==> config.mk <==
export PLATFORM = sky130hd
export DESIGN_NAME = riscv_trap_ctrl
export DESIGN_NICKNAME = d
export VERILOG_FILES = /design/src/rtl/riscv_trap_pkg.sv /design/src/rtl/irq_sync_edge.sv /design/src/rtl/riscv_trap_ctrl.sv
export SDC_FILE = /design/constraint.sdc
export NUM_CORES = 1
export LEC_CHECK = 0
export CORE_MARGIN = 3
export CORE_UTILIZATION = 38
export DETAILED_ROUTE_END_ITERATION = 7
export GPL_TIMING_DRIVEN = 0
export PLACE_DENSITY = 0.95
export SLEW_MARGIN = 20
export SYNTH_ARGS = -nofsm -noshare
export SYNTH_HDL_FRONTEND = slang
export SYNTH_SLANG_ARGS = --single-unit
==> constraint.sdc <==
create_clock -name clk -period 3.15 [get_ports clk]
set_clock_uncertainty 0.05 [all_clocks]
set_input_delay 0.63 -clock clk [delete_from_list [all_inputs] [get_ports clk]]
set_output_delay 0.63 -clock clk [all_outputs]
set_load 0.1 [all_outputs]
==> src/rtl/riscv_trap_pkg.sv <==
// Shared types and constants for the Mini-RISC-V trap/interrupt controller.
package riscv_trap_pkg;

    typedef enum logic [1:0] {
        IDLE   = 2'd0,
        ENTER  = 2'd1,
        ACTIVE = 2'd2,
        EXIT   = 2'd3
    } trap_state_t;

    localparam logic [31:0] CAUSE_ECALL_M  = 32'd11;
    localparam int          IRQ_CAUSE_BASE = 16;
    localparam int          IRQ_BIT        = 31;

    // mcause for external line idx: interrupt flag plus platform cause code.
    function automatic logic [31:0] irq_cause(input int idx);
        return (32'd1 << IRQ_BIT) | 32'(IRQ_CAUSE_BASE + idx);
    endfunction

endpackage

==> src/rtl/irq_sync_edge.sv <==
// One interrupt line: multi-flop synchroniser plus a one-flop history for
// rising-edge detection (edge detection only active when EDGE is set).
module irq_sync_edge #(
    parameter int SYNC_STAGES = 2,
    parameter bit EDGE        = 1'b0
) (
    input  logic clk,
    input  logic Rst,
    input  logic irq_i,
    output logic irq_s_o,
    output logic rise_o
);

    logic [SYNC_STAGES-1:0] sync_q;
    logic                   irq_q;

    always_ff @(posedge clk) begin
        if (Rst) begin
            sync_q <= '0;
            irq_q  <= 1'b0;
        end else begin
            sync_q <= {sync_q[SYNC_STAGES-2:0], irq_i};
            irq_q  <= sync_q[SYNC_STAGES-1];
        end
    end

    assign irq_s_o = sync_q[SYNC_STAGES-1];
    assign rise_o  = EDGE ? (irq_s_o & ~irq_q) : 1'b0;

endmodule

==> src/rtl/riscv_trap_ctrl.sv <==
// Trap controller: merges ecall with N_IRQ external interrupts, tracks pending
// state, picks by fixed priority and sequences IDLE/ENTER/ACTIVE/EXIT.
module riscv_trap_ctrl
    import riscv_trap_pkg::*;
#(
    parameter int               N_IRQ       = 4,
    parameter int               SYNC_STAGES = 2,
    parameter logic [N_IRQ-1:0] EDGE_MASK   = '0
) (
    input  logic             clk,
    input  logic             Rst,
    input  logic             stall,
    input  logic [N_IRQ-1:0] irq,
    input  logic [N_IRQ-1:0] irq_en,
    input  logic             global_en,
    input  logic [N_IRQ-1:0] irq_clr,
    input  logic             ecall,
    input  logic             trap_ret,
    output logic [N_IRQ-1:0] pending,
    output logic             trapping,
    output logic             trigger_trap,
    output logic             trigger_trap_ret,
    output logic [31:0]      cause,
    output logic [1:0]       dbg_state
);

    trap_state_t      state_q, state_d;
    logic [N_IRQ-1:0] irq_s, irq_rise;
    logic [N_IRQ-1:0] pend_q, pend_d;
    logic [31:0]      cause_q, cause_d;
    logic [N_IRQ-1:0] elig, sel_oh, take_clr;
    logic [31:0]      irq_cause_sel;
    logic             take;

    for (genvar i = 0; i < N_IRQ; i++) begin : g_line
        irq_sync_edge #(
            .SYNC_STAGES(SYNC_STAGES),
            .EDGE       (EDGE_MASK[i])
        ) u_sync (
            .clk    (clk),
            .Rst    (Rst),
            .irq_i  (irq[i]),
            .irq_s_o(irq_s[i]),
            .rise_o (irq_rise[i])
        );
    end

    // Level lines mirror the synchronised input; edge lines are sticky.
    assign pending = (EDGE_MASK & pend_q) | (~EDGE_MASK & irq_s);
    assign elig    = global_en ? (pending & irq_en) : '0;

    always_comb begin
        sel_oh        = '0;
        irq_cause_sel = '0;
        for (int i = N_IRQ - 1; i >= 0; i--) begin
            if (elig[i]) begin
                sel_oh        = '0;
                sel_oh[i]     = 1'b1;
                irq_cause_sel = irq_cause(i);
            end
        end
    end

    // Trap entry only from IDLE and never while the pipeline is held.
    assign take     = (state_q == IDLE) && !stall && (ecall || (|elig));
    assign take_clr = (take && !ecall) ? sel_oh : '0;

    // Set wins over both software clear and the clear-on-entry.
    assign pend_d  = (irq_rise | (pend_q & ~irq_clr & ~take_clr)) & EDGE_MASK;
    assign cause_d = take ? (ecall ? CAUSE_ECALL_M : irq_cause_sel) : cause_q;

    always_ff @(posedge clk) begin
        if (Rst) begin
            pend_q  <= '0;
            cause_q <= '0;
        end else begin
            pend_q  <= pend_d;
            cause_q <= cause_d;
        end
    end

    always_ff @(posedge clk) begin
        if (Rst) state_q <= IDLE;
        else     state_q <= state_d;
    end

    always_comb begin
        state_d = state_q;
        case (state_q)
            IDLE:    if (take) state_d = ENTER;
            ENTER:   state_d = ACTIVE;
            ACTIVE:  if (trap_ret && !stall) state_d = EXIT;
            EXIT:    state_d = IDLE;
            default: state_d = IDLE;
        endcase
    end

    always_comb begin
        trigger_trap     = (state_q == ENTER);
        trigger_trap_ret = (state_q == EXIT);
        trapping         = (state_q == ENTER) || (state_q == ACTIVE);
    end

    assign cause     = cause_q;
    assign dbg_state = state_q;

endmodule

==> flow_metrics.env, run 1 <==
export IMPL_hold_path_class="reg -> reg"
export IMPL_use_met1=0.111
export IMPL_coreArea_sq_um=2060
export IMPL_status="finished clean"
export IMPL_gp_congestion=0.812
export IMPL_avgSynthCellArea_sq_um=9.42
export IMPL_die_h_um=54.0
export IMPL_maxCapViolations=0
export IMPL_first_pass_iters=4
export IMPL_clk_latency_ns=0.28
export IMPL_fin_ws_ns=0.194
export IMPL_grt_pass1_vias=589
export IMPL_port_buffer_count=27
export IMPL_peakVddDrop_mv=0.755
export IMPL_n_antenna_cell=0
export IMPL_syn2layout_area_growth_pct=50.0
export IMPL_clockPowerShare=0.115
export IMPL_min_period_ns=2.96
export IMPL_slew_violations=0
export IMPL_grt_overflow=0
export IMPL_fin_nets=174
export IMPL_p_leak_nw=0.639
export IMPL_slew_headroom=0.334
export IMPL_yosysWarnings=0
export IMPL_fp_row_count=16
export IMPL_grtUsageMet3=0.0499
export IMPL_finalSetupViolations=0
export IMPL_grt_use_met2=0.208
export IMPL_switching_share=0.589
export IMPL_vias=707
export IMPL_final_util=0.637
export IMPL_synth_xor_area_frac=0
export IMPL_synth_compound_area_frac=0.173
export IMPL_crit_family="buffers and inverters"
export IMPL_synth_top_cells_by_area="dfxtp_1 (32%), buf_4 (27%), ha_1 (7.1%)"
export IMPL_grt_pass1_wl_mm=2.42
export IMPL_clock_sinks=14
export IMPL_cts_tree="done"
export IMPL_rsz0062_at_grt="no"
export IMPL_cp_num_buf_inv=2
export IMPL_p_switching_mw=0.658
export IMPL_cts_clk_slew_worst_paths_ns=0.09
export IMPL_synthAdderAreaFrac=0.0714
export IMPL_drive_gt1_frac=0.287
export IMPL_fin_setup_tns_ns=0
export IMPL_synth_simple_gate_area_frac=0.124
export IMPL_cts_resized=0
export IMPL_groute_usage_overall=0.117
export IMPL_start_kind="flop"
export IMPL_critPathMaxFanout=5
export IMPL_cts_root_buffer="clkbuf_4"
export IMPL_grt_antenna_before_repair=0
export IMPL_worst_slew_pin_slew_ns=0.996
export IMPL_p_int_mw=0.459
export IMPL_hold_viol=0
export IMPL_crit_required_ns=2.47
export IMPL_die_x_um=54.0
export IMPL_cpMaxStageDelayCell="clkdlybuf4s50_1"
export IMPL_yosys_cell_types_count=27
export IMPL_critPathCaptureType="primary output"
export IMPL_hold_ws_ns=0.393
export IMPL_pre_cts_slack_ns=0.525
export IMPL_initial_utilization=0.425
export IMPL_cp_arrival_ns=2.28
export IMPL_drt_initial_drc_count=5
export IMPL_post_cts_buffers=0
export IMPL_synth_top_family_by_area="buffers and inverters"
export IMPL_routed_wl_mm=1.72
export IMPL_via_per_inst=3.99
export IMPL_ant_nets=0
export IMPL_grt_busiest_layer="met2"
export IMPL_min_period_over_period=0.938
export IMPL_combinationalPowerShare=0.681
export IMPL_ys_ff_latch=14
export IMPL_yosysTopAreaCell="dfxtp_1"
export IMPL_dpl_instance_area_sq_um=1280
export IMPL_io_pins=59
export IMPL_wl_per_cell_um=9.72
export IMPL_cts_hold_buf=0
export IMPL_yosysSeqAreaShare=0.320
export IMPL_cts_made_buffers=3
export IMPL_cellPowerDensity_nw_per_um2=850
export IMPL_critPathMaxStageDelay_ns=1.14
export IMPL_dieArea_sq_um=2920
export IMPL_synth_area_sq_um=876
export IMPL_path_class="reg -> out"
export IMPL_clock_fmax_mhz=338
export IMPL_postLayoutCellArea_sq_um=1310
export IMPL_synth_cells=93
export IMPL_cts_max_level=1
export IMPL_yosysTopAreaCellShare=0.320
export IMPL_dpl_hpwl_mm=1.45
export IMPL_seqPwrFrac=0.204
export IMPL_muxShareOfSynthArea=0.0114
export IMPL_drc=0
export IMPL_clockBufferDepth=2
export IMPL_crit_chain="inv_1 -> ha_1 -> clkdlybuf4s50_1"
export IMPL_grt_start_max_net_pins=11
==> through the flow <==
step	total power [mW]	std cells
finish	1.12	177
CTS	1.12	177
global route	1.17	177
detailed placement	0.992	173
floorplan	0.872	119
global placement	0.982	173
==> path summary, 6_finish.rpt <==
check                                        start                                    end  slack, ns  cells past startpoint
max                      dbg_state[0]$_SDFFE_PP0P_                               trapping       0.19                      3
min          g_line[3].u_sync.sync_q[0]$_SDFF_PP0_  g_line[3].u_sync.sync_q[1]$_SDFF_PP0_       0.39                      1
min reg2reg  g_line[3].u_sync.sync_q[0]$_SDFF_PP0_  g_line[3].u_sync.sync_q[1]$_SDFF_PP0_       0.39                      1
max reg2reg              dbg_state[0]$_SDFFE_PP0P_                  cause[0]$_SDFFE_PP0P_       1.52                      5
==> power groups by stage <==
stage,registers [mW],clock network [mW],logic (mW)
floorplan,0.377,0,0.495
global placement,0.230,0,0.752
detailed placement,0.232,0,0.760
CTS,0.228,0.132,0.762
global route,0.232,0.140,0.795
finish,0.228,0.128,0.761
==> synth_stat cells <==
| cell | n |
|---|---|
| buf_4 | 32 |
| dfxtp_1 | 14 |
| nor2b_1 | 9 |
| ha_1 | 5 |
| inv_1 | 4 |
| nand2_1 | 3 |
| nor2_1 | 3 |
| a21oi_1 | 2 |
| a221oi_2 | 2 |
| a22o_2 | 2 |
| a211o_1 | 1 |
| a211oi_2 | 1 |
| a21o_1 | 1 |
| a221oi_1 | 1 |
| a22oi_1 | 1 |
| a32o_1 | 1 |
| and2_1 | 1 |
| and2b_1 | 1 |
| and3b_2 | 1 |
| buf_1 | 1 |
| conb_1 | 1 |
| mux2i_1 | 1 |
| nand2b_1 | 1 |
| o211ai_2 | 1 |
| o21a_1 | 1 |
| o21ai_0 | 1 |
| o221a_1 | 1 |
==> area by class of cell <==
class / count / area (sq um)
fillers: 188 / 748
multi-input cells: 68 / 434
flip-flops and latches: 14 / 280
repair buffers: 27 / 270
plain buffers: 33 / 244
clock buffers: 4 / 36.3
well taps: 27 / 33.8
inverters: 4 / 15.0
==> placed cells by master (no fill, tap or decap), drive strengths merged <==
| cell | instances |
|---|---|
| o21a | 1 |
| nor2 | 3 |
| nand2 | 3 |
| and3b | 1 |
| inv | 4 |
| a32o | 1 |
| o221a | 1 |
| a211oi | 1 |
| dfxtp | 14 |
| o21ai | 1 |
| and2b | 1 |
| o211ai | 1 |
| nand2b | 1 |
| a21o | 1 |
| ha | 5 |
| a22oi | 1 |
| clkdlybuf4s50 | 27 |
| a211o | 1 |
| conb | 27 |
| a221oi | 3 |
| nor2b | 9 |
| a21oi | 2 |
| and2 | 1 |
| mux2i | 1 |
| a22o | 2 |
| clkbuf | 4 |
| buf | 33 |
==> flip-flops by register name, summed over array words and instances, names as in the netlist <==
signal                cells
g_line.u_sync.sync_q      8
dbg_state                 2
cause                     4
==> logic make-up (layout without fill, tap and decap cells) <==
group | Yosys count | after routing
other | 1 | 27
and+or+nand+nor | 19 | 19
adders and majority gates | 5 | 5
buffers and inverters | 37 | 68
AOI/OAI and AO/OA | 16 | 16
DFF | 14 | 14
muxes | 1 | 1
==> layer usage <==
| metal | routed length (um) | up-vias |
|---|---|---|
| met5 | 0 | - |
| met4 | 14 | 0 |
| met3 | 239 | 2 |
| met2 | 855 | 41 |
| met1 | 611 | 302 |
| li1 | - | 362 |
Note: power is estimated with default switching activity, not from simulation.
==> run 2: changes to the inputs <==
--- a/config.mk
+++ b/config.mk
@@ -5,11 +5,13 @@
 export SDC_FILE = /design/constraint.sdc
 export NUM_CORES = 1
 export LEC_CHECK = 0
-export CORE_MARGIN = 3
+export CAP_MARGIN = 15
+export CORE_MARGIN = 2
 export CORE_UTILIZATION = 38
 export DETAILED_ROUTE_END_ITERATION = 7
 export GPL_TIMING_DRIVEN = 0
 export PLACE_DENSITY = 0.95
+export REMOVE_ABC_BUFFERS = 1
 export SLEW_MARGIN = 20
 export SYNTH_ARGS = -nofsm -noshare
 export SYNTH_HDL_FRONTEND = slang
==> run 2 against run 1 <==
  * Global-route usage decreased by 0.14 points
  * Setup slack improved by 0.025 ns
  * Power decreased by 2.9%
  * Critical path depth unchanged
  * Critical endpoint unchanged
==> flow_metrics.env, run 2 (synthesized netlist as in run 1, its figures left out) <==
export IMPL_status="finished clean"
export IMPL_cts_made_buffers=3
export IMPL_cts_max_level=1
export IMPL_largest_reg_flops=8
export IMPL_grt_pass1_vias=550
export IMPL_groute_usage_overall=0.115
export IMPL_clock_sinks=14
export IMPL_clock_fmax_mhz=341
export IMPL_crit_family="buffers and inverters"
export IMPL_instances_no_fill=145
export IMPL_routed_wl_mm=1.44
export IMPL_via_per_inst=4.22
export IMPL_p_total_mw=1.08
export IMPL_io_pins=59
export IMPL_postLayoutCellArea_sq_um=1070
export IMPL_crit_chain="inv_1 -> ha_1 -> clkdlybuf4s50_1"
export IMPL_cts_tree="done"
export IMPL_p_leak_nw=0.464
export IMPL_gp_congestion=0.678
export IMPL_pre_cts_slack_ns=0.508
export IMPL_hold_viol=0
export IMPL_hold_path_class="reg -> reg"
export IMPL_worst_slew_pin_slew_ns=0.977
export IMPL_grt_start_max_net_pins=14
export IMPL_final_util=0.489
export IMPL_post_cts_buffers=0
export IMPL_wl_per_cell_um=9.91
export IMPL_first_pass_iters=2
export IMPL_critPathMaxFanout=5
export IMPL_cpMaxStageDelayCell="clkdlybuf4s50_1"
export IMPL_cts_clk_slew_worst_paths_ns=0.08
export IMPL_slew_violations=0
export IMPL_die_x_um=52.0
export IMPL_fin_ws_ns=0.219
export IMPL_maxCapViolations=0
export IMPL_slew_headroom=0.347
export IMPL_cts_hold_buf=0
export IMPL_regMostFlops="g_line.u_sync.sync_q"
export IMPL_drc=0
export IMPL_finalSetupViolations=0
export IMPL_fp_row_count=17
export IMPL_crit_required_ns=2.47
export IMPL_n_antenna_cell=0
export IMPL_start_kind="flop"
export IMPL_port_buffer_count=27
export IMPL_critPathCaptureType="primary output"
export IMPL_cellPowerDensity_nw_per_um2=1010
export IMPL_cts_resized=0
export IMPL_cp_num_cells=3
export IMPL_grt_overflow=0
export IMPL_cp_num_buf_inv=2
export IMPL_multi_input_area_sq_um=434
export IMPL_fin_nets=141
export IMPL_n_fill_cell=198
export IMPL_ant_nets=0
export IMPL_syn2layout_area_growth_pct=22.3
export IMPL_peakVddDrop_mv=0.972
export IMPL_fin_setup_tns_ns=0
export IMPL_cts_root_buffer="clkbuf_4"
export IMPL_grt_antenna_before_repair=0
export IMPL_initial_utilization=0.400
export IMPL_dpl_hpwl_mm=1.20
export IMPL_min_period_ns=2.93
export IMPL_clockBufferDepth=2
export IMPL_whs_path_depth=1
export IMPL_path_class="reg -> out"
export IMPL_critPathMaxStageDelay_ns=1.13
export IMPL_rsz0062_at_grt="no"
export IMPL_drt_initial_drc_count=4
export IMPL_dp_cells=141
export IMPL_vias=612
export IMPL_hold_ws_ns=0.403
export IMPL_ff_latch_area_sq_um=280
export IMPL_die_h_um=52.0
export IMPL_clk_latency_ns=0.28
export IMPL_dpl_instance_area_sq_um=1030
export IMPL_grt_pass1_wl_mm=2.24
export IMPL_drive_gt1_frac=0.0940
export IMPL_coreArea_sq_um=2190
export IMPL_min_period_over_period=0.930
export IMPL_cp_arrival_ns=2.25
export IMPL_dieArea_sq_um=2710
export IMPL_ff2ff_path_depth=5
export IMPL_final_cell_mix="conb_1 (27), clkdlybuf4s50_1 (27), dfxtp_1 (14)"
==> run 2: changes by cell type in the layout (fill, tap and decap cells not counted), sizes merged <==
cell,change
buf,-33
==> run 2: final timing paths <==
path,from,endpoint,slack (ns)
worst min-delay path,g_line[2].u_sync.sync_q[0]$_SDFF_PP0_,g_line[2].u_sync.sync_q[1]$_SDFF_PP0_,0.40
worst min register to register,g_line[2].u_sync.sync_q[0]$_SDFF_PP0_,g_line[2].u_sync.sync_q[1]$_SDFF_PP0_,0.40
worst max register to register,dbg_state[0]$_SDFFE_PP0P_,cause[0]$_SDFFE_PP0P_,1.48
worst max-delay path,dbg_state[0]$_SDFFE_PP0P_,trapping,0.22
==> run 2: layout make-up <==
| cell class | count | share of cell area |
|---|---|---|
| Timing Repair Buffer | 27 | 0.252 |
| Clock buffer | 4 | 0.0339 |
| Tap cell | 28 | 0.0327 |
| Sequential cell | 14 | 0.262 |
| Multi-Input combinational cell | 68 | 0.405 |
| Inverter | 4 | 0.0140 |
==> run 2: worst register-to-register path, stage by stage (launching register included) <==
cell,delay [ns]
dfxtp_1,0.42
inv_1,0.11
ha_1,0.26
and2b_1,0.24
and3b_2,0.26
a221oi_2,0.24
==> run 2: power breakdown <==
part	total, mW	internal [mW]	switching, mW
combinational	0.730	0.160	0.570
sequential	0.227	0.203	0.0241
clock	0.127	0.0704	0.0568
total	1.08	0.434	0.651
==> run 2: layer usage <==
layer  global-route usage  vias to the layer above  routed length [um]
met3               0.0172                        4                  80
met4               0.0921                        0                  26
met2                0.203                       34                 796
li1                     -                      297                   -
met5                    0                        -                   0
met1                0.120                      277                 534
